==> config.mk <==
export PLATFORM = sky130hd
export DESIGN_NAME = hex_panel_ctrl
export DESIGN_NICKNAME = d
export VERILOG_FILES = /design/src/rtl/hex_panel_pkg.sv /design/src/rtl/key_debounce.sv /design/src/rtl/hex_panel_ctrl.sv
export SDC_FILE = /design/constraint.sdc
export NUM_CORES = 1
export LEC_CHECK = 0
export CAP_MARGIN = 40
export CORE_ASPECT_RATIO = 0.8
export CORE_MARGIN = 8
export CORE_UTILIZATION = 35
export CTS_BUF_LIST = sky130_fd_sc_hd__clkbuf_16
export DETAILED_ROUTE_END_ITERATION = 6
export GPL_TIMING_DRIVEN = 0
export PLACE_DENSITY = 0.63
export SLEW_MARGIN = 20
export SYNTH_ARGS = -nofsm -noshare
export SYNTH_HDL_FRONTEND = slang
export SYNTH_HIERARCHICAL = 1
export SYNTH_SLANG_ARGS = --single-unit
==> constraint.sdc <==
create_clock -name clk_clk -period 4.2 [get_ports clk_clk]
set_clock_uncertainty 0.15 [all_clocks]
set_input_delay 0.42 -clock clk_clk [delete_from_list [all_inputs] [get_ports clk_clk]]
set_output_delay 0.42 -clock clk_clk [all_outputs]
set_load 0.1 [all_outputs]
==> src/rtl/hex_panel_pkg.sv <==
// hex_panel_pkg: shared types and constants for the hex panel controller.
//   mode_e     - display mode (NORMAL, BLINK, FREEZE)
//   SEG_OFF    - active-low pattern with every segment dark
//   NUM_DIGITS - number of seven-segment digits
//   DIGIT_W    - width of one digit slice
//   next_mode  - mode sequence advanced by KEY0
package hex_panel_pkg;

    typedef enum logic [1:0] {
        MODE_NORMAL = 2'b00,
        MODE_BLINK  = 2'b01,
        MODE_FREEZE = 2'b10
    } mode_e;

    localparam logic [6:0] SEG_OFF    = 7'h7F;
    localparam int         NUM_DIGITS = 4;
    localparam int         DIGIT_W    = 7;

    // The unused code 2'b11 falls into the default arm and returns to NORMAL.
    function automatic mode_e next_mode(input mode_e m);
        return (m == MODE_NORMAL) ? MODE_BLINK :
               (m == MODE_BLINK)  ? MODE_FREEZE : MODE_NORMAL;
    endfunction

endpackage

==> src/rtl/key_debounce.sv <==
// key_debounce: synchronizes, debounces and edge-detects one active-low key.
//   i_clk   - system clock
//   i_rst_n - asynchronous active-low reset
//   i_key_n - raw active-low key, asynchronous to i_clk
//   o_press - one-cycle pulse on an accepted released->pressed transition
module key_debounce #(
    parameter int DEBOUNCE_CYCLES = 500000
) (
    input  logic i_clk,
    input  logic i_rst_n,
    input  logic i_key_n,
    output logic o_press
);

    localparam int CW = $clog2(DEBOUNCE_CYCLES + 1);

    logic [1:0]    r_sync;
    logic [CW-1:0] r_cnt;
    logic          r_level;
    logic          r_armed;
    logic          r_press;
    logic          w_goal;

    // Until a released level has been accepted after reset the only level
    // worth tracking is "released", so a key held through reset cannot
    // produce a press until it is let go and pressed again.
    assign w_goal  = r_armed ? ~r_level : 1'b1;
    assign o_press = r_press;

    always_ff @(posedge i_clk or negedge i_rst_n) begin
        if (!i_rst_n) begin
            r_sync  <= 2'b11;
            r_cnt   <= '0;
            r_level <= 1'b1;
            r_armed <= 1'b0;
            r_press <= 1'b0;
        end else begin
            r_sync  <= {r_sync[0], i_key_n};
            r_press <= 1'b0;
            if (r_sync[1] != w_goal) begin
                r_cnt <= '0;
            end else if (r_cnt == CW'(DEBOUNCE_CYCLES - 1)) begin
                r_cnt   <= '0;
                r_armed <= 1'b1;
                r_level <= w_goal;
                r_press <= r_armed & ~w_goal;
            end else begin
                r_cnt <= r_cnt + CW'(1);
            end
        end
    end

endmodule

==> src/rtl/hex_panel_ctrl.sv <==
// hex_panel_ctrl: four-digit seven-segment panel with blink, freeze, digit
// blanking and a cursor, controlled by four debounced pushbuttons.
//   clk_clk       - system clock
//   reset_reset_n - asynchronous active-low reset
//   period_i      - blink period in clock cycles (0 stops the counter)
//   segs_i        - live active-low segment data, digit d on [7d+6:7d]
//   push_n_i      - raw active-low keys: 0 mode, 1 cursor, 2 blank, 3 clear
//   hex_o         - registered active-low segment drive
//   mode_o        - current mode
//   cursor_o      - selected digit
//   tick_o        - one-cycle pulse at each period wrap
module hex_panel_ctrl
    import hex_panel_pkg::*;
#(
    parameter int DEBOUNCE_CYCLES = 500000
) (
    input  logic        clk_clk,
    input  logic        reset_reset_n,
    input  logic [27:0] period_i,
    input  logic [27:0] segs_i,
    input  logic [3:0]  push_n_i,
    output logic [27:0] hex_o,
    output logic [1:0]  mode_o,
    output logic [1:0]  cursor_o,
    output logic        tick_o
);

    logic [3:0]  w_press;
    logic [27:0] w_cnt_nxt;
    logic        w_tick_nxt;
    logic [27:0] w_src;
    logic [27:0] w_hex;
    logic [27:0] r_count;
    logic        r_tick;
    logic        r_phase;
    mode_e       r_mode;
    logic [1:0]  r_cursor;
    logic [3:0]  r_mask;
    logic [27:0] r_snap;
    logic [27:0] r_hex;

    for (genvar g = 0; g < NUM_DIGITS; g++) begin : g_key
        key_debounce #(.DEBOUNCE_CYCLES(DEBOUNCE_CYCLES)) u_key (
            .i_clk   (clk_clk),
            .i_rst_n (reset_reset_n),
            .i_key_n (push_n_i[g]),
            .o_press (w_press[g])
        );
    end

    // Tick is registered from the next count, so it is high while the count
    // sits at period-1. If the period shrinks below the running count, the
    // next count already exceeds period-1: tick fires and the count wraps.
    always_comb begin
        w_cnt_nxt  = (period_i <= 28'd1 || r_tick) ? 28'd0 : r_count + 28'd1;
        w_tick_nxt = (period_i != 28'd0) && (w_cnt_nxt >= period_i - 28'd1);
    end

    always_comb begin
        w_hex = '1;
        w_src = (r_mode == MODE_FREEZE) ? r_snap : segs_i;
        for (int d = 0; d < NUM_DIGITS; d++)
            w_hex[d*DIGIT_W +: DIGIT_W] =
                (r_mask[d] || (r_mode == MODE_BLINK && r_phase && r_cursor == 2'(d)))
                    ? SEG_OFF : w_src[d*DIGIT_W +: DIGIT_W];
    end

    always_ff @(posedge clk_clk or negedge reset_reset_n) begin
        if (!reset_reset_n) begin
            r_count  <= '0;
            r_tick   <= 1'b0;
            r_phase  <= 1'b0;
            r_mode   <= MODE_NORMAL;
            r_cursor <= '0;
            r_mask   <= '0;
            r_snap   <= '1;
            r_hex    <= '1;
        end else begin
            r_count <= w_cnt_nxt;
            r_tick  <= w_tick_nxt;
            r_phase <= (r_mode == MODE_BLINK) && (r_phase ^ r_tick);
            r_hex   <= w_hex;
            if (w_press[3]) begin
                r_mode   <= MODE_NORMAL;
                r_cursor <= '0;
                r_mask   <= '0;
            end else begin
                if (w_press[0]) begin
                    r_mode <= next_mode(r_mode);
                    if (next_mode(r_mode) == MODE_FREEZE)
                        r_snap <= segs_i;
                end
                if (w_press[1])
                    r_cursor <= r_cursor + 2'd1;
                // Blank toggle uses the cursor before any same-cycle increment.
                if (w_press[2])
                    r_mask[r_cursor] <= ~r_mask[r_cursor];
            end
        end
    end

    assign hex_o    = r_hex;
    assign mode_o   = r_mode;
    assign cursor_o = r_cursor;
    assign tick_o   = r_tick;

endmodule

==> impl_results.html <==
<table>
<tr><th>Metric</th><th>Value</th></tr>
<tr><th colspan="2">Floorplan</th></tr>
<tr><td>Standard-cell rows</td><td>55</td></tr>
<tr><td>Area of the die</td><td>approximately 34000 um^2</td></tr>
<tr><td>Initial Utilization</td><td>0.351</td></tr>
<tr><td>Die H</td><td>around 170 um</td></tr>
<tr><td>Count of boundary I/O pins</td><td>95</td></tr>
<tr><td>Horizontal extent of the die</td><td>between 200 and 250 um</td></tr>
<tr><td>CORE AREA</td><td>between 20000 and 30000 um^2</td></tr>
<tr><th colspan="2">Yosys</th></tr>
<tr><td>Post-Synthesis Cells</td><td>947</td></tr>
<tr><td>Main combinational cell family by area after synthesis</td><td>simple AND/OR/NAND/NOR gates</td></tr>
<tr><td>Count of flip-flops with a built-in enable after synthesis</td><td>0</td></tr>
<tr><td>Avg Inst Size Synth</td><td>10.4 um^2</td></tr>
<tr><td>Xor and xnor fraction of the mapped netlist area</td><td>0.104</td></tr>
<tr><td>Fraction of the yosys area taken by sequential cells</td><td>0.493</td></tr>
<tr><td>Synthesis warning total</td><td>6</td></tr>
<tr><td>Simple-gate share of the synthesized area</td><td>0.243</td></tr>
<tr><td>Most instantiated flip-flop cell in the synthesis netlist</td><td>dfrtp_1</td></tr>
<tr><td>Proportion of synthesized flip-flops having asynchronous set or reset</td><td>1.00</td></tr>
<tr><td>Mux share of post-synthesis cell area</td><td>0.0365</td></tr>
<tr><td>Fraction of the mapped netlist area in compound gates</td><td>0.0481</td></tr>
<tr><td>Post-synth top area cell</td><td>dfrtp_1</td></tr>
<tr><td>Syn Nets</td><td>roughly 1000</td></tr>
<tr><td>Post-synthesis sequential element count</td><td>between 150 and 200</td></tr>
<tr><td>Cell Area, Synth</td><td>about 9800 um^2</td></tr>
<tr><td>Cell types occupying the most area after synthesis</td><td>dfrtp_1 (31%), dfstp_2 (18%), xnor2_1 (5.4%)</td></tr>
<tr><td>Count of different cell masters after synthesis</td><td>between 50 and 60</td></tr>
<tr><td>Portion of synthesized cell area occupied by the leading cell type</td><td>0.311</td></tr>
<tr><td>Arithmetic-cell share of the synthesized area counting full adders, half adders and majority gates</td><td>0.0510</td></tr>
<tr><th colspan="2">Power and ir drop</th></tr>
<tr><td>Worst vdd rail ir drop</td><td>around 0.24 mV</td></tr>
<tr><td>Cell Int Power</td><td>between 2000 and 3000 uW</td></tr>
<tr><td>Part of the power in the clock network</td><td>0.400</td></tr>
<tr><td>Switching pwr</td><td>999 uW</td></tr>
<tr><td>Switching share of total power</td><td>0.262</td></tr>
<tr><td>Share of total power in sequential cells</td><td>0.496</td></tr>
<tr><td>Total design power</td><td>approximately 3800 uW</td></tr>
<tr><td>Ratio of total power to cell area</td><td>306 nW/um^2</td></tr>
<tr><td>Leak</td><td>0.00513 uW</td></tr>
<tr><td>Portion of total power attributed to combinational logic</td><td>0.104</td></tr>
<tr><th colspan="2">Global route</th></tr>
<tr><td>Initial antenna violation count</td><td>0</td></tr>
<tr><td>Number of global-route vias before repair</td><td>a little over 7000</td></tr>
<tr><td>First-pass GRT wire length</td><td>between 30000 and 40000 um</td></tr>
<tr><td>Largest net degree at the start of global routing</td><td>76</td></tr>
<tr><td>Leftover overflow at the end of global routing</td><td>0</td></tr>
<tr><td>Overall Global Routing Usage</td><td>0.128</td></tr>
<tr><th colspan="2">STA</th></tr>
<tr><td>Final number of setup-violating endpoints</td><td>0</td></tr>
<tr><td>Min Tclk post-route</td><td>roughly 3900 ps</td></tr>
<tr><td>Slew at the pin closest to its max-slew limit</td><td>around 820 ps</td></tr>
<tr><td>Setup repair after global routing missed its margin</td><td>false</td></tr>
<tr><td>Worst Hold Margin</td><td>roughly 210 ps</td></tr>
<tr><td>Headroom to the max-slew limit</td><td>0.451</td></tr>
<tr><td>Max-slew violation total from the final report</td><td>0</td></tr>
<tr><td>Highest Clock Rate</td><td>between 0.2 and 0.3 GHz</td></tr>
<tr><td>Number of hold violations in the final report</td><td>0</td></tr>
<tr><td>Final critical-path share of the clock period</td><td>0.939</td></tr>
<tr><th colspan="2">Detailed routing</th></tr>
<tr><td>Vias post-DR</td><td>between 7000 and 8000</td></tr>
<tr><td>Number of iterations in the first detailed-routing pass</td><td>4</td></tr>
<tr><td>Violation count after the first detailed-routing iteration</td><td>400</td></tr>
<tr><td>Wire length per cell</td><td>roughly 14 um</td></tr>
<tr><td>Post-Route WL</td><td>~21000 um</td></tr>
<tr><td>Post-DR vias/cell</td><td>4.89</td></tr>
<tr><td>DRC viols</td><td>0</td></tr>
<tr><td>Post-route antenna net violation count</td><td>0</td></tr>
<tr><th colspan="2">Setup path</th></tr>
<tr><td>Crit-path max cell delay</td><td>between 600 and 700 ps</td></tr>
<tr><td>Buffers plus inverters on the worst setup path</td><td>3</td></tr>
<tr><td>Highest fanout seen on the critical path</td><td>10</td></tr>
<tr><td>Arrival time reported for the critical path endpoint</td><td>just over 4000 ps</td></tr>
<tr><td>Ordered list of cells on the worst path</td><td>clkdlybuf4s50_1 -&gt; or3_1 -&gt; or3_1 -&gt; buf_2 -&gt; nor4_4 -&gt; a41o_1 -&gt; clkbuf_4 -&gt; nor2_1 -&gt; ha_1 -&gt; nand4_1 -&gt; or4_1 -&gt; a21oi_1 -&gt; o21ai_0 -&gt; a21oi_1</td></tr>
<tr><td>Worst setup path category</td><td>in2reg</td></tr>
<tr><td>Setup crit end kind</td><td>register</td></tr>
<tr><td>Largest delay contributor family on the critical path</td><td>simple AND/OR/NAND/NOR gates</td></tr>
<tr><td>Cell with the largest stage delay on the worst path</td><td>or4_1</td></tr>
<tr><td>Worst endpoint required time</td><td>4400 ps</td></tr>
<tr><td>Critical path launch point type</td><td>input port</td></tr>
<tr><td>R2r startpoint</td><td>r_count[3]</td></tr>
<tr><td>Launch point of the critical path</td><td>period_i[16]</td></tr>
<tr><th colspan="2">CTS</th></tr>
<tr><td>Clock tree from TritonCTS</td><td>built</td></tr>
<tr><td>Clock tree sinks</td><td>190</td></tr>
<tr><td>Number of buffers between clock root and the deepest sink</td><td>2</td></tr>
<tr><td>Post-CTS Setup Bufs</td><td>0</td></tr>
<tr><td>H-tree depth</td><td>4</td></tr>
<tr><td>Number of buffers created by CTS</td><td>17</td></tr>
<tr><td>CTS root buffer</td><td>clkbuf_16</td></tr>
<tr><td>Clock latency at the later pin of the worst-skew pair</td><td>~420 ps</td></tr>
<tr><td>Clk slew on worst S/H paths</td><td>roughly 70 ps</td></tr>
<tr><th colspan="2">Finish</th></tr>
<tr><td>Fraction of final layout cells sized beyond drive strength 1</td><td>0.203</td></tr>
<tr><td>Nets@finish</td><td>roughly 1200</td></tr>
<tr><td>Commonest cells after routing, fill and taps aside</td><td>nor2_1 (128), dfrtp_1 (122), nand2_1 (94)</td></tr>
<tr><td>Total inserted antenna cells</td><td>0</td></tr>
<tr><td>Final Non-Filler Cells</td><td>1483</td></tr>
<tr><td>Most common library cell in the layout ignoring fill and taps</td><td>nor2_1</td></tr>
<tr><td>Synthesis-to-layout area growth</td><td>27.0%</td></tr>
<tr><th colspan="2">Place</th></tr>
<tr><td>Routability Congestion</td><td>between 0.8 and 0.9</td></tr>
<tr><td>HPWL after DPL</td><td>between 15000 and 20000 um</td></tr>
<tr><td>Number of buffers inserted by port buffering</td><td>94</td></tr>
<tr><td>Placed cell count</td><td>about 1400</td></tr>
<tr><th colspan="2">Status</th></tr>
<tr><td>Status</td><td>finished clean</td></tr>
<tr><th colspan="2">Min path</th></tr>
<tr><td>Origin of the worst min-delay path</td><td>g_key[3].u_key/r_sync[0]</td></tr>
<tr><td>Kind of path behind the tightest hold check</td><td>reg2reg</td></tr>
<tr><th colspan="2">Job</th></tr>
<tr><td>Max-cap violations</td><td>0</td></tr>
</table>
-- power groups by stage --
stage,clock network [uW],registers [uW],logic (uW)
CTS,1570,1890,402
detailed placement,0,1920,399
floorplan,0,2030,78.5
finish,1520,1890,395
global placement,0,1920,339
global route,1640,1900,426
-- layer usage --
metal / track usage / up-vias / wire length [um]
met5: 0 / - / 0
met4: 0.0331 / 0 / 174
met3: 0.0185 / 11 / 684
met2: 0.191 / 124 / 9500
met1: 0.190 / 3467 / 11000
li1: - / 3650 / -
-- cell families (layout without fill, tap and decap cells) --
| kind of cell | Yosys count | after routing |
|---|---|---|
| AO/OA/AOI/OAI | 69 | 69 |
| XOR/XNOR | 117 | 117 |
| adder cells (fa/ha/maj) | 40 | 40 |
| buffers and inverters | 48 | 214 |
| flip-flops | 190 | 190 |
| multiplexers | 31 | 31 |
| AND/OR/NAND/NOR | 452 | 452 |
-- cell usage after synthesis, drive strengths merged, types with 2 or more instances --
library cell,count
a311oi,4
buf,16
nor4,29
nor3,22
clkbuf,8
o21ai,9
and4,6
mux2,28
a21boi,2
ha,40
nand4,56
nand2,94
a21o,5
xor2,57
nand3,68
inv,24
nor2,128
a32o,4
a31o,8
dfstp,68
or2,3
nand4bb,4
o21a,2
a21oi,29
mux2i,2
nand2b,9
or3,7
dfrtp,122
or4,9
and3,7
xnor2,60
nand4b,4
a2111oi,2
-- per-stage QoR --
| step | area (um^2) | util | TNS, ps | setup slack (ps) |
|---|---|---|---|---|
| after CTS | 12400 | 0.445 | 0 | 165 |
| after detailed placement | 11900 | 0.425 | -278 | -278 |
| after global routing | 12500 | 0.446 | 0 | 0.403 |
| final | 12500 | 0.446 | 0 | 254 |
| after floorplan | 9820 | - | 0 | 743 |
| after global placement | 11200 | 0.402 | -849630 | -5370 |
-- layout make-up --
type / instances / area, um^2
Fill cell: 2590 / 15500
Sequential cell: 190 / 4840
Multi-Input combinational cell: 709 / 4750
Timing Repair Buffer: 134 / 1610
Tap cell: 370 / 463
Clock buffer: 17 / 425
Buffer: 24 / 146
Clock inverter: 15 / 129
Inverter: 24 / 90.1
-- sequential cells by signal, summed over array words and instances (netlist names), 2 cells and up --
name                 flops
g_key.u_key/o_press      4
r_snap                  28
cursor_o                 2
hex_o                   28
g_key.u_key/r_sync       8
g_key.u_key/r_armed      4
g_key.u_key/r_level      4
mode_o                   2
g_key.u_key/r_cnt       76
r_mask                   4
r_count                 28
-- what timing repair did --
action | in CTS | in global routing
hold endpoints to repair | 50 | 0
gates resized for setup | 0 | 3
endpoints found under the setup margin | 0 | 1
hold buffers | 1 | 0
-- path summary, 6_finish.rpt --
kind,end,slack [ps],depth (start not counted)
max in group asynchronous,r_snap[19],2770,3
max reg2reg,tick_o,770,12
min in group asynchronous,r_count[14],340,2
min reg2reg,g_key[3].u_key/r_sync[1],210,0
max,tick_o,250,14
min,g_key[3].u_key/r_sync[1],210,0
Note: power is estimated with default switching activity, not from simulation.
